`src/rtl/mips_pkg.sv`:
```
// Shared definitions for the MIPS pipeline control blocks.
package mips_pkg;

  // Hazard controller states
  typedef enum logic [2:0] {
    ST_RUN    = 3'd0,
    ST_STALL  = 3'd1,
    ST_FREEZE = 3'd2,
    ST_DRAIN  = 3'd3,
    ST_HALTED = 3'd4
  } hz_state_t;

  // Default register-address width (32 architectural registers)
  localparam int REG_AW_DEF = 5;

  // HALT opcode, also decoded by the ID-stage decoder
  localparam logic [5:0] OP_HALT = 6'b111111;

endpackage

```
`src/rtl/hazard_cmp.sv`:
```
// Combinational hazard comparator: returns the number of stall cycles (0..2)
// the instruction in ID needs, given the producers in EX and MEM.
module hazard_cmp
  import mips_pkg::*;
#(
  parameter int REG_AW = REG_AW_DEF
) (
  input  logic [REG_AW-1:0] i_rs,
  input  logic [REG_AW-1:0] i_rt,
  input  logic              i_use_rs,
  input  logic              i_use_rt,
  input  logic              i_branch,
  input  logic              i_ex_wreg,
  input  logic              i_ex_memread,
  input  logic [REG_AW-1:0] i_ex_rd,
  input  logic              i_mem_memread,
  input  logic [REG_AW-1:0] i_mem_rd,
  output logic [1:0]        o_need
);

  logic w_ex_match;
  logic w_mem_match;

  // A producer matches when it writes a non-zero register that ID really reads
  function automatic logic src_match(input logic [REG_AW-1:0] rd,
                                     input logic [REG_AW-1:0] rs,
                                     input logic [REG_AW-1:0] rt,
                                     input logic              use_rs,
                                     input logic              use_rt);
    return (rd != '0) && ((use_rs && (rd == rs)) || (use_rt && (rd == rt)));
  endfunction

  // Classify the hazard into a required stall length
  always_comb begin
    w_ex_match  = src_match(i_ex_rd, i_rs, i_rt, i_use_rs, i_use_rt);
    w_mem_match = src_match(i_mem_rd, i_rs, i_rt, i_use_rs, i_use_rt);
    o_need      = 2'd0;
    if (i_branch && i_ex_memread && w_ex_match) begin
      o_need = 2'd2;
    end else if ((i_ex_memread && w_ex_match) ||
                 (i_branch && i_ex_wreg && w_ex_match) ||
                 (i_branch && i_mem_memread && w_mem_match)) begin
      o_need = 2'd1;
    end
  end

endmodule

```
`src/rtl/hazard_ctrl.sv`:
```
// Sequential hazard controller for the 5-stage pipeline: load-use and branch
// operand stalls, taken-branch flush, memory-wait freeze, halt drain, debug
// gating and a saturating stall statistics counter.
module hazard_ctrl
  import mips_pkg::*;
#(
  parameter int REG_AW       = REG_AW_DEF,
  parameter int DRAIN_CYCLES = 3,
  parameter int STAT_W       = 32
) (
  input  logic              i_clock,
  input  logic              i_reset_n,
  input  logic              i_enable,
  input  logic [REG_AW-1:0] i_id_rs,
  input  logic [REG_AW-1:0] i_id_rt,
  input  logic              i_id_use_rs,
  input  logic              i_id_use_rt,
  input  logic              i_id_branch,
  input  logic              i_id_taken,
  input  logic              i_id_halt,
  input  logic              i_ex_wreg,
  input  logic              i_ex_memread,
  input  logic [REG_AW-1:0] i_ex_rd,
  input  logic              i_mem_memread,
  input  logic [REG_AW-1:0] i_mem_rd,
  input  logic              i_mem_busy,
  output logic              o_pc_en,
  output logic              o_if_id_en,
  output logic              o_ex_mem_en,
  output logic              o_mem_wb_en,
  output logic              o_id_ex_bubble,
  output logic              o_if_id_flush,
  output logic              o_halted,
  output logic [STAT_W-1:0] o_stall_count
);

  // Drain counter only has to hold DRAIN_CYCLES-1
  localparam int DW = (DRAIN_CYCLES > 1) ? $clog2(DRAIN_CYCLES) : 1;

  hz_state_t         r_state;
  hz_state_t         r_ret;
  logic [1:0]        r_cnt;
  logic [DW-1:0]     r_dcnt;
  logic [STAT_W-1:0] r_stat;

  hz_state_t         w_eff;
  hz_state_t         w_next_state;
  hz_state_t         w_next_ret;
  logic [1:0]        w_next_cnt;
  logic [DW-1:0]     w_next_dcnt;
  logic              w_count;
  logic [1:0]        w_need;

  // Saturating increment for the statistics counter
  function automatic logic [STAT_W-1:0] sat_inc(input logic [STAT_W-1:0] v);
    return (&v) ? v : v + STAT_W'(1);
  endfunction

  hazard_cmp #(.REG_AW(REG_AW)) u_cmp (
    .i_rs          (i_id_rs),
    .i_rt          (i_id_rt),
    .i_use_rs      (i_id_use_rs),
    .i_use_rt      (i_id_use_rt),
    .i_branch      (i_id_branch),
    .i_ex_wreg     (i_ex_wreg),
    .i_ex_memread  (i_ex_memread),
    .i_ex_rd       (i_ex_rd),
    .i_mem_memread (i_mem_memread),
    .i_mem_rd      (i_mem_rd),
    .o_need        (w_need)
  );

  // Effective state: a freeze transparently resumes its preserved state
  always_comb begin
    w_eff = (r_state == ST_FREEZE) ? r_ret : r_state;
  end

  // Next-state and stage-enable decode; everything holds unless enabled
  always_comb begin
    w_next_state   = r_state;
    w_next_ret     = r_ret;
    w_next_cnt     = r_cnt;
    w_next_dcnt    = r_dcnt;
    w_count        = 1'b0;
    o_pc_en        = 1'b0;
    o_if_id_en     = 1'b0;
    o_ex_mem_en    = 1'b0;
    o_mem_wb_en    = 1'b0;
    o_id_ex_bubble = 1'b0;
    o_if_id_flush  = 1'b0;
    o_halted       = (r_state == ST_HALTED);
    if (i_reset_n && i_enable && (r_state != ST_HALTED)) begin
      if (i_mem_busy) begin
        // Memory wait: freeze everything, remember where to come back to
        w_next_state = ST_FREEZE;
        w_next_ret   = w_eff;
        w_count      = 1'b1;
      end else begin
        w_next_state = w_eff;
        case (w_eff)
          ST_DRAIN: begin
            o_ex_mem_en    = 1'b1;
            o_mem_wb_en    = 1'b1;
            o_id_ex_bubble = 1'b1;
            if (r_dcnt <= DW'(1)) begin
              w_next_state = ST_HALTED;
            end else begin
              w_next_dcnt = r_dcnt - DW'(1);
            end
          end
          ST_STALL: begin
            o_ex_mem_en    = 1'b1;
            o_mem_wb_en    = 1'b1;
            o_id_ex_bubble = 1'b1;
            w_count        = 1'b1;
            if (r_cnt <= 2'd1) begin
              w_next_cnt   = 2'd0;
              w_next_state = ST_RUN;
            end else begin
              w_next_cnt = r_cnt - 2'd1;
            end
          end
          default: begin
            o_ex_mem_en = 1'b1;
            o_mem_wb_en = 1'b1;
            if (w_need != 2'd0) begin
              o_id_ex_bubble = 1'b1;
              w_count        = 1'b1;
              w_next_cnt     = w_need - 2'd1;
              w_next_state   = (w_need == 2'd2) ? ST_STALL : ST_RUN;
            end else if (i_id_halt) begin
              // The halt cycle itself is the first of the drain bubbles
              o_id_ex_bubble = 1'b1;
              w_next_dcnt    = DW'(DRAIN_CYCLES - 1);
              w_next_state   = (DRAIN_CYCLES <= 1) ? ST_HALTED : ST_DRAIN;
            end else begin
              o_pc_en       = 1'b1;
              o_if_id_en    = 1'b1;
              o_if_id_flush = i_id_taken;
            end
          end
        endcase
      end
    end
  end

  // State, counters and statistics registers
  always_ff @(posedge i_clock or negedge i_reset_n) begin
    if (!i_reset_n) begin
      r_state <= ST_RUN;
      r_ret   <= ST_RUN;
      r_cnt   <= 2'd0;
      r_dcnt  <= '0;
      r_stat  <= '0;
    end else begin
      r_state <= w_next_state;
      r_ret   <= w_next_ret;
      r_cnt   <= w_next_cnt;
      r_dcnt  <= w_next_dcnt;
      if (w_count) begin
        r_stat <= sat_inc(r_stat);
      end
    end
  end

  assign o_stall_count = r_stat;

endmodule

```
`config.mk`:
```
export PLATFORM = sky130hd
export DESIGN_NAME = hazard_ctrl
export DESIGN_NICKNAME = d
export VERILOG_FILES = /design/src/rtl/mips_pkg.sv /design/src/rtl/hazard_cmp.sv /design/src/rtl/hazard_ctrl.sv
export SDC_FILE = /design/constraint.sdc
export NUM_CORES = 1
export LEC_CHECK = 0
export ABC_AREA = 1
export CAP_MARGIN = 10
export CORE_UTILIZATION = 50
export CTS_BUF_LIST = sky130_fd_sc_hd__clkbuf_2 sky130_fd_sc_hd__clkbuf_4 sky130_fd_sc_hd__clkbuf_8
export CTS_CLUSTER_SIZE = 20
export DETAILED_ROUTE_END_ITERATION = 10
export PLACE_DENSITY = 0.79
export REMOVE_ABC_BUFFERS = 1
export SYNTH_ARGS = -nofsm -noshare
export SYNTH_HDL_FRONTEND = slang
export SYNTH_SLANG_ARGS = --single-unit
export TNS_END_PERCENT = 1
```
`constraint.sdc`:
```
create_clock -name i_clock -period 2.6 [get_ports i_clock]
set_clock_uncertainty 0.2 [all_clocks]
set_input_delay 0.52 -clock i_clock [delete_from_list [all_inputs] [get_ports i_clock]]
set_output_delay 0.52 -clock i_clock [all_outputs]
set_load 0.02 [all_outputs]
```
# Yosys cells after proc, flatten, opt, wreduce, memory -nomap -nowiden

Cells that the tools add are included.

Output and inout port bits: 39
Register bits after elaboration: 42
Logic and storage cells: 95

Add/subtract/negate cells: 4
Reduce and logical (&&, ||, !) cells: 30
$lt $le $gt $ge: 2
Muxes and demuxes: 38
Bitwise gates (word level): 4
Equal/unequal tests: 12

Operators with widths:

| operator                                                                 | number |
|---|---|
| 32-bit by 1-bit adder with 32-bit output (second input constant)         | 1 |
| 32-bit AND reduction                                                     | 1 |
| 1-bit two-way mux                                                        | 22 |
| 5-bit equality test                                                      | 4 |
| 3-bit two-way mux                                                        | 6 |
| 1-bit logical AND                                                        | 15 |
| 2-bit two-way mux                                                        | 6 |
| 5-bit nonzero test                                                       | 2 |
| 2-bit case mux with 2 select lines                                       | 2 |
| 3-bit by 2-bit equality test with 1-bit output (second input constant)   | 2 |
| 3-bit case mux with 2 select lines                                       | 1 |
| 6-bit AND reduction                                                      | 1 |
| 2-bit nonzero test                                                       | 3 |
| 2-bit by 1-bit subtractor with 2-bit output (second input constant)      | 3 |
| 2-bit by 1-bit <= comparator with 1-bit output (second input constant)   | 2 |
| 1-bit logical OR                                                         | 4 |
| 1-bit inverter                                                           | 4 |
| 2-bit AND reduction                                                      | 2 |
| 4-bit AND reduction                                                      | 1 |
| 3-bit by 1-bit equality test with 1-bit output (second input constant)   | 1 |
| 3-bit equality test (second input constant)                              | 1 |
| 3-bit inequality test (second input constant)                            | 1 |
| 2-bit equality test (second input constant)                              | 1 |
| 2-bit by 1-bit inequality test with 1-bit output (second input constant) | 1 |
| other kinds (3)                                                          | 3 |

# Depth between registers and ports, before layout

Depth after elaboration: 15
Depth in mapped cells: 14

# By module

From an unflattened synthesis, not the netlist that was laid out.

Cells, all modules: 567
Area, all modules: 3447.1 µm²

By module, submodules not included:

| module      | instances | cells each | sequential area each (µm²) | area each (µm²) |
|---|---|---|---|---|
| hazard_ctrl | 1         | 470        | 1051.0                     | 3031.7 |
| hazard_cmp  | 1         | 97         | 0.0                        | 415.4 |

# Worst setup path after synthesis

OpenSTA, ideal clock, no wires.

Path type: input to output
Start: in i_reset_n
End: out o_pc_en
Setup slack: -0.089 ns
Data arrival time: 1.969 ns
Data required time: 1.880 ns
Cell stages on the path: 7
Path buffers: 1
Path through: nand2_1 nor2_2 inv_1 nor2_1 inv_2 nor2_1 buf_4

Word-level cells in the longest chain between the ends: 3

RTL lines:

| what                           | line              | text |
|---|---|---|
| start: declaration             | hazard_ctrl.sv:12 | `input logic i_reset_n,` |
| 1-bit logical AND (2 in a row) | hazard_ctrl.sv:92 | `if (i_reset_n && i_enable && (r_state != ST_HALTED)) begin` |
| 1-bit two-way mux              | -                 |  |
| end: declaration               | hazard_ctrl.sv:27 | `output logic o_pc_en,` |

Every way passes these cells.

# Worst setup path after layout

Start: in i_id_branch
End: out o_if_id_en

Word-level cells in the longest chain between the ends: 11
Elaborated cells between the ends (all ways): 15
Those cells by class: 6 x mux; 9 x reduce/logical

RTL lines:

| what                           | line               | text |
|---|---|---|
| start: declaration             | hazard_ctrl.sv:18  | `input logic i_id_branch,` |
| 1-bit logical AND (2 in a row) | hazard_cmp.sv:41   | `(i_branch && i_ex_wreg && w_ex_match) \|\|` |
| 1-bit logical OR               | hazard_cmp.sv:40   | `end else if ((i_ex_memread && w_ex_match) \|\|` |
| 1-bit logical OR               | hazard_cmp.sv:41   |  |
| 1-bit two-way mux              | hazard_cmp.sv:40   |  |
| 2-bit two-way mux *            | hazard_cmp.sv:38   | `if (i_branch && i_ex_memread && w_ex_match) begin` |
| 2-bit nonzero test *           | hazard_ctrl.sv:126 | `if (w_need != 2'd0) begin` |
| 1-bit two-way mux *            | hazard_ctrl.sv:126 |  |
| 1-bit two-way mux *            | hazard_ctrl.sv:100 | `case (w_eff)` |
| 1-bit two-way mux *            | hazard_ctrl.sv:93  | `if (i_mem_busy) begin` |
| 1-bit two-way mux *            | hazard_ctrl.sv:92  |  |
| end: declaration               | hazard_ctrl.sv:28  | `output logic o_if_id_en,` |

Every way passes the cells marked *; elsewhere a longest branch is shown, timed or not.

==> flow_summary.yaml <==
status:
  status: "complete, no violations"
yosys:
  synthFlopType: "dfrtp_1"
  synth_top_family_by_area: "simple AND/OR/NAND/NOR gates"
  synth_top_area_share_pct: 33.6
  synth_xor_xnor_area_share_pct: 8.41
  seq_area_frac_synth_pct: 33.6
  ys_ff_latch: 42
  async_flop_share_pct: 100
  syn_inst: 476
  synth_warnings: 0
  yosys-top-cells-area: "dfrtp_1 34%, nand2_1 21%, nand3_1 8.0%, nor2_1 5.4%, xor2_1 5.3%"
  synthDistinctLibCells: 33
  synth.area.mux_share_pct: 0
  synth_top_cell_by_area: "dfrtp_1"
  syn_area_per_cell_sq_um: 6.56
  synth_compound_area_share_pct: 4.57
  synth-edff-count: 0
  synth_fa_ha_area_share_pct: 0.801
  synthSimpleGateAreaFrac_pct: 44.4
  syn_area_sq_um: 3120
drt:
  ant_nets: 0
  first_pass_iters: 5
  viasPerCell: 5.40
  drt-initial-drc-count: 178
  routedWlPerCell_um: 14.2
  finalWirelength_um: 9340
  drc_errors: 0
  num_vias: 3556
timing:
  report.final.slew_viol_count: 0
  tightestPinTransition_ns: 0.571
  setup_tns_ns: 0
  hold_slack_ns: 0.114
  hold_viol_final: 0
  fmax_mhz: 393
  maxSlewHeadroom_pct: 61.6
  period_share_pct: 98.0
  setup_viol: 0
  period_needed_ns: 2.55
  rsz0062_at_grt: "true"
setup_path:
  crit_top_cell: "nand3_2"
  ff2ff_setup_slack_ns: 0.21
  cpPeakStageDelay_ns: 0.48
  crit_type: "input pin to output port"
  crit_chain: "clkdlybuf4s50_1 > a21o_1 > nand3_2 > nand2_2 > inv_2 > nand3_2 > nor2_1 > buf_2"
  cp-start-kind: "input pin"
  critPathCaptureType: "output port"
  cp.required_ns: 1.88
  crit_buf_inv: 3
  critical_path_arrival_ns: 1.83
  cp_slowest_cell: "clkdlybuf4s50_1"
  cp_top_family: "buffers and inverters"
  worst-path-max-fanout: 3
global_route:
  globalRouteTotalUtil_pct: 27.5
  antenna_found_initial: 0
  grt_pass1_wl_um: 14100
  grt_overflow: 0
  grt_max_degree: 43
  grt_pass1_vias: 3137
placed_design:
  dpl.hpwl_um: 6290
  io_buffers: 70
  gp_congestion: 0.937
floorplan:
  die_w_um: 81.0
  core_area_sq_um: 5990
  ioPinCount: 71
  dieHeight_um: 81.0
  num_rows: 28
  initial_utilization_pct: 52.2
  die-area_sq_um: 6570
clock_network:
  htreeDepth: 2
  clk_latency_ns: 0.30
  cts_sinks: 42
  clk_pin_slew_worst_paths_ns: 0.08
  hold_buffers: 0
  cts_inserted_buffers: 5
  cts_buffer_depth: 2
  cts_tree: "yes"
  cts_root_buf: "clkbuf_8"
cells_and_area:
  syn_to_final_growth_pct: 41.0
  final_nets: 616
  diodes: 0
  drive_gt1_share_pct: 17.3
pwr:
  peakVddDrop_v: 0.000508
  power_uw: 2810
  p_leak_uw: 0.00222
  p_per_area_nw_per_um2: 639
hold_path:
  hp-class: "input pin to asynchronous set/reset pin"
flow_run:
  maxCapViolations: 0
[logic make-up (layout without fill, tap and decap cells)]
family,count (synthesis),count (layout)
AOI/OAI and AO/OA,24,24
adders and majority gates,2,2
xor gates and xnor gates,30,30
DFF,42,42
buffers and inverters,58,161
and+or+nand+nor,320,324
[Yosys cell counts (3+ instances only)]
| master | number |
|---|---|
| inv_2 | 7 |
| nor2_2 | 5 |
| buf_2 | 6 |
| nand2_1 | 178 |
| nor3_1 | 16 |
| xor2_1 | 19 |
| nand4_1 | 10 |
| nor4_1 | 4 |
| buf_6 | 3 |
| nand2_2 | 3 |
| inv_1 | 40 |
| nor2_1 | 45 |
| dfrtp_1 | 42 |
| a21oi_1 | 5 |
| nand3_1 | 50 |
| nor3b_1 | 3 |
| xnor2_1 | 11 |
| o21ai_0 | 11 |
[metrics by stage]
| stage | util [%] | instances | cell area (sq um) | setup WS [ns] |
|---|---|---|---|---|
| 3_3_place_gp | 67.3 | 633 | 4030 | -0.658 |
| 6_report | 73.5 | 658 | 4400 | 0.0530 |
| 5_1_grt | 73.5 | 658 | 4400 | -0.0702 |
| 4_1_cts | 69.8 | 650 | 4180 | 0.0197 |
| 3_5_place_dp | 67.3 | 633 | 4030 | -0.675 |
| 2_1_floorplan | - | 465 | 3050 | -0.312 |
[worst paths after layout]
| kind | start | endpoint | cells after the start |
|---|---|---|---|
| max | i_id_branch | o_if_id_en | 8 |
| min | i_reset_n | o_stall_count[0] | 2 |
| max reg2reg | o_stall_count[1] | o_stall_count[25] | 11 |
| min reg2reg | r_dcnt[1] | r_dcnt[1] | 2 |
| max in group asynchronous | i_reset_n | o_stall_count[11] | 2 |
| min in group i_clock | r_dcnt[1] | r_dcnt[1] | 2 |
[final cells by class]
cell class	count	area (sq um)
multi-input cells	380	1970
inverters	47	176
flip-flops and latches	42	1050
repair buffers	106	1020
clock buffers	7	90.1
well taps	75	93.8
clock inverters	1	5.00
fillers	499	1590
[cells in the final DEF, fill, tap and decap left out, types with 7 or more instances in the layout]
cell type / synthesis / layout
dfrtp_1: 42 / 42
nor3_1: 16 / 14
buf_4: 2 / 32
inv_1: 40 / 30
clkdlybuf4s50_1: 0 / 41
xor2_1: 19 / 19
nand3_1: 50 / 46
xnor2_1: 11 / 11
nor2_1: 45 / 43
nand4_1: 10 / 10
dlygate4sd2_1: 0 / 15
inv_2: 7 / 17
o21ai_1: 1 / 7
nand2_1: 178 / 174
[registers in the layout (all words and copies together) (netlist names)]
register       cells
r_cnt              2
r_dcnt             2
r_state            3
o_stall_count     32
r_ret              3
[report_power, final]
| part | total, uW | switching [uW] | internal [uW] |
|---|---|---|---|
| clock network | 450 | 225 | 225 |
| registers | 846 | 100 | 746 |
| logic | 1520 | 864 | 653 |
[metal layers]
metal | wire, um | track usage [%] | vias to the layer above
li1 | - | - | 1738
met1 | 3880 | 34.4 | 1617
met2 | 4510 | 48.6 | 165
met3 | 654 | 3.60 | 36
met4 | 290 | 9.29 | 0
met5 | 0 | 0 | -
[worst reg2reg max path, cell delays in order (launching register included)]
cell and delay, ns:
dfrtp_1 0.44, ha_1 0.24, nand3_2 0.13, inv_2 0.09, nand3b_2 0.11, nor3_2 0.18, nand3_1 0.12, nor2_1 0.21
nor2_4 0.14, buf_4 0.23, nand3_1 0.10, nand2_1 0.07
[what timing repair did]
action,CTS,global route
gates cloned,0,7
pin swaps,7,11
resized for setup,59,30
setup buffers,9,1
endpoints found under the setup margin,6,42
(Power assumes the default switching activity.)
==> edit 1: new RTL, same flow settings <==
`REG_AW_DEF`: 5 -> 4.
--- a/src/rtl/mips_pkg.sv
+++ b/src/rtl/mips_pkg.sv
@@ -12,5 +12,5 @@
 
   // Default register-address width (32 architectural registers)
-  localparam int REG_AW_DEF = 5;
+  localparam int REG_AW_DEF = 4;
 
   // HALT opcode, also decoded by the ID-stage decoder
Interface: changed (resized i_ex_rd, i_id_rs, i_id_rt and i_mem_rd); port bits go from 71 to 67. No check against the original RTL was run, so the function may have changed too.
==> edit 1 against the unedited design <==
Power is 23% lower; highest routed layer unchanged; largest power group is now sequential cells; sequential cell count stayed put; via count is 11% lower; sequential share of layout area is 2.2 points higher; worst setup slack better by 0.069 ns; synthesized area is 4.1% lower; critical endpoint is now o_if_id_flush; critical path depth is 1 higher; final area is 8.6% lower; wire length is 17% lower.
==> edit 1: results (changes against the unedited design) <==
==========================================================================
Wire length on met3 .........................................       417 µm   was 654 µm
Relative contribution of combinational cells to total power .        0.370   was 0.539
Data arrival time of the worst path .........................      1.76 ns   was 1.83 ns
Via count of the first global-routing pass ..................         2912   was 3137
Routability congestion estimate from global placement .......        0.908   was 0.937
Leakage .....................................................      2.18 nW   was 2.22 nW
Clock Power Share ...........................................        0.241   was 0.160
Total iterations of the first detailed-routing run ..........            4   was 5
Outcome .....................................................    completed   unchanged
Worst slack on hold paths ...................................    0.0967 ns   was 0.114 ns
Total wirelength of the detailed-routed design ..............      7.74 mm   was 9.34 mm
Power spent charging and discharging nets ...................   0.000798 W   was 0.00119 W
Syn_area_per_cell ...........................................     6.67 µm²   was 6.56 µm²
Wire length of the first global-routing pass ................      13.3 mm   was 14.1 mm
Worst-margin pin slew .......................................     0.533 ns   was 0.571 ns
Final net count .............................................          562   was 616
Metal1 wirelength ...........................................      3.60 mm   was 3.88 mm
Via-to-Cell Ratio ...........................................         5.25   was 5.40
Number of buffers inserted by port buffering ................           66   was 70
Leading cell types by count after synthesis ................. sky130_fd_sc_hd__nand2_1 (157), sky130_fd_sc_hd__nand3_1 (50), sky130_fd_sc_hd__dfrtp_1 (42), sky130_fd_sc_hd__nor2_1 (42), sky130_fd_sc_hd__inv_1 (38)   was sky130_fd_sc_hd__nand2_1 (178), sky130_fd_sc_hd__nand3_1 (50), sky130_fd_sc_hd__nor2_1 (45)
Starting density of the core ................................        0.531   was 0.522
IR drop worst, VDD ..........................................     0.377 mV   was 0.508 mV
Distinct cells, synth .......................................           29   was 33
Post-DP HPWL ................................................      6.05 mm   was 6.29 mm
Number of DRC violations after detailed-routing iteration 0 .          233   was 178
Global-route total usage across every layer .................        0.270   was 0.275
Post-CTS Setup Repair Bufs ..................................            0   was 9
Global routing usage on met3 ................................       0.0354   was 0.0360
==========================================================================
[edit 1: cell types whose count changed in the layout (fill, tap and decap cells not counted), moves of 9 or more]
cell	before	now
sky130_fd_sc_hd__dlygate4sd2_1	15	0
sky130_fd_sc_hd__buf_4	32	23
sky130_fd_sc_hd__dlymetal6s2s_1	2	19
sky130_fd_sc_hd__nand2_1	174	155
[edit 1: final timing paths]
check                                        startpoint                      endpoint  depth (start not counted)
setup / recovery                           i_ex_memread                 o_if_id_flush                          9
hold / removal                                i_reset_n          r_ret[0]$_DFFE_PN0P_                          2
setup reg to reg           o_stall_count[1]$_DFFE_PN0P_  o_stall_count[5]$_DFFE_PN0P_                         14
hold reg to reg                   r_dcnt[0]$_DFFE_PN0P_         r_dcnt[0]$_DFFE_PN0P_                          1
max in group asynchronous                     i_reset_n  o_stall_count[3]$_DFFE_PN0P_                          2
min in group i_clock              r_dcnt[0]$_DFFE_PN0P_         r_dcnt[0]$_DFFE_PN0P_                          1
[edit 1: kinds of logic (layout without fill, tap and decap cells)]
group,Yosys count,after routing,share of synthesized area
and+or+nand+nor,287,287,0.412
adders and majority gates,2,2,0.00835
AOI/OAI and AO/OA,25,25,0.0439
DFF,42,42,0.351
xor gates and xnor gates,34,34,0.0994
buffers and inverters,59,143,0.0852
[edit 1: what timing repair did]
action | 4_1_cts | 5_1_grt
pin swaps | 0 | 3
endpoints found under the hold margin | 0 | 0
resized for setup | 26 | 35
endpoints found under the setup margin | 6 | 28
[edit 1: layout make-up]
class                      count  area (µm²)
clock buffer                   6        76.3
clock inverter                 2        37.5
fill                         489        1610
inverter                      48         180
multi-input combinational    348        1730
sequential                    42        1050
tap                           72        90.1
timing repair buffer          87         866
==> edit 2: new RTL, same flow settings <==
Made on the original files. Encoding of `hz_state_t`: now one-hot (5 bits for 5 states).
--- a/src/rtl/mips_pkg.sv
+++ b/src/rtl/mips_pkg.sv
@@ -3,10 +3,10 @@
 
   // Hazard controller states
-  typedef enum logic [2:0] {
-    ST_RUN    = 3'd0,
-    ST_STALL  = 3'd1,
-    ST_FREEZE = 3'd2,
-    ST_DRAIN  = 3'd3,
-    ST_HALTED = 3'd4
+  typedef enum logic [4:0] {
+    ST_RUN    = 5'b00001,
+    ST_STALL  = 5'b00010,
+    ST_FREEZE = 5'b00100,
+    ST_DRAIN  = 5'b01000,
+    ST_HALTED = 5'b10000
   } hz_state_t;
 
Check against the original RTL: same outputs for any inputs over 4 cycles, from zero or initial values and one cycle with i_reset_n low; so few cycles prove little.
==> edit 2 against the unedited design <==
The flow now finishes with violations (design-rule violations, negative setup slack); register-to-register slack lost 0.24 ns; maximum frequency shrank 4.3%; global-route usage grew 0.80 points; synthesized area grew 7.8%; wire length grew 5.9%; combinational power shrank 30%; sequential cell count grew 4; power shrank 11%; worst setup slack lost 0.12 ns; cell count grew 9.7%; final area grew 7.6%; clock power grew 13%; via count grew 6.2%; die area grew 7.6%; largest cell class unchanged.
==> edit 2: results (changes against the unedited design) <==
========================================================================================
Post-route DRC violation count ............................................            8   was 0
Number of cells on the worst reg-to-reg path ..............................           17   was 11
Leading cell types by count after synthesis ............................... sky130_fd_sc_hd__nand2_1 (194), sky130_fd_sc_hd__inv_1 (57), sky130_fd_sc_hd__nand3_1 (55)   was sky130_fd_sc_hd__nand2_1 (178), sky130_fd_sc_hd__nand3_1 (50), sky130_fd_sc_hd__nor2_1 (45)
Outcome ................................................................... complete, but fails checks   was completed
Xor-xnor portion of the synthesized cell area .............................       0.0780   was 0.0841
Detailed-route wire length per cell .......................................      13.7 µm   was 14.2 µm
Leakage ...................................................................      2.48 nW   was 2.22 nW
Setup violation total in the final timing report ..........................            5   was 0
Data arrival time of the worst path .......................................      1.94 ns   was 1.83 ns
Failing checks ............................................................ design-rule violations, negative setup slack
Delay of the slowest critical-path stage ..................................      0.46 ns   was 0.48 ns
Category of cells accounting for the largest share of critical-path delay . simple AND/OR/NAND/NOR gates   was buffers and inverters
Rel. slew slack ...........................................................        0.607   was 0.616
Global-route total usage across every layer ...............................        0.283   was 0.275
R2r startpoint ............................................................ r_state[0]$_DFFE_PN1P_   was o_stall_count[1]$_DFFE_PN0P_
Routability congestion estimate from global placement .....................        0.998   was 0.937
Terminus of the critical flop-to-flop path ................................ r_state[4]$_DFFE_PN0P_   was o_stall_count[25]$_DFFE_PN0P_
Fraction of final layout cells with drive strength greater than 1 .........        0.197   was 0.173
Crit path capture ......................................................... o_if_id_flush   was o_if_id_en
Placed Cells ..............................................................          695   was 633
Global routing met2 resource utilization ..................................        0.484   was 0.486
Pre-CTS setup slack .......................................................    -0.708 ns   was -0.675 ns
IR drop worst, VDD ........................................................     0.230 mV   was 0.508 mV
Largest net degree at the start of global routing .........................           47   was 43
Synthesized-area fraction occupied by adder cells .........................      0.00743   was 0.00801
Cell area after placement .................................................  0.00439 mm²   was 0.00403 mm²
Non-filler cells in the finished layout ...................................          722   was 658
Slack of the critical path ................................................   -0.0626 ns   was 0.0530 ns
Final net count ...........................................................          678   was 616
Worst-path cell with the longest stage delay .............................. sky130_fd_sc_hd__dfrtp_2   was sky130_fd_sc_hd__clkdlybuf4s50_1
R2R setup slack ...........................................................     -0.03 ns   was 0.21 ns
Post-DP HPWL ..............................................................      7.08 mm   was 6.29 mm
Distinct cells, synth .....................................................           28   was 33
Sequential area share after synthesis .....................................        0.342   was 0.336
Via count of the first global-routing pass ................................         3521   was 3137
Top fanout value on the critical path .....................................            4   was 3
========================================================================================
[edit 2: cell types whose count changed after synthesis, sizes merged, moves of 2 or more]
cell / before / now
nand2: 183 / 198
inv: 47 / 60
nand3: 51 / 59
nor3: 17 / 23
o21ai: 13 / 18
a31oi: 0 / 2
buf: 11 / 9
clkbuf: 0 / 2
dfrtp: 42 / 44
dfstp: 0 / 2
nand4: 10 / 8
nor3b: 3 / 1
[edit 2: per-layer routing]
metal	vias up	wire, µm
li1	1899	-
met1	1752	4560
met2	117	4750
met3	10	457
met4	0	119
met5	-	0
[edit 2: area by class of cell]
class / count / area, µm² / area share
tap: 77 / 96.3 / 0.0203
multi-input combinational: 404 / 2040 / 0.431
clock buffer: 7 / 96.3 / 0.0203
inverter: 60 / 225 / 0.0475
timing repair buffer: 127 / 1120 / 0.236
sequential: 46 / 1150 / 0.244
clock inverter: 1 / 8.76 / 0.00185
[edit 2: power by group through the flow]
stage	Combinational, W	Sequential (W)	Clock, W
after floorplan	0.000423	0.000928	0
after global placement	0.000829	0.000911	0
after detailed placement	0.000848	0.000915	0
after CTS	0.000991	0.000916	0.000514
after global routing	0.00116	0.000939	0.000536
final	0.00106	0.000928	0.000509
[edit 2: what timing repair did]
action                     CTS  global route
resized for setup           83            25
pin swaps                   10             7
setup buffers               18             1
setup endpoints to repair    7            44
[edit 2: stage by stage]
stage	utilization	TNS, ns
floorplan	-	-2.67
global placement	0.684	-5.88
detailed placement	0.684	-7.25
CTS	0.726	-0.0607
global route	0.738	-0.889
finish	0.738	-0.210
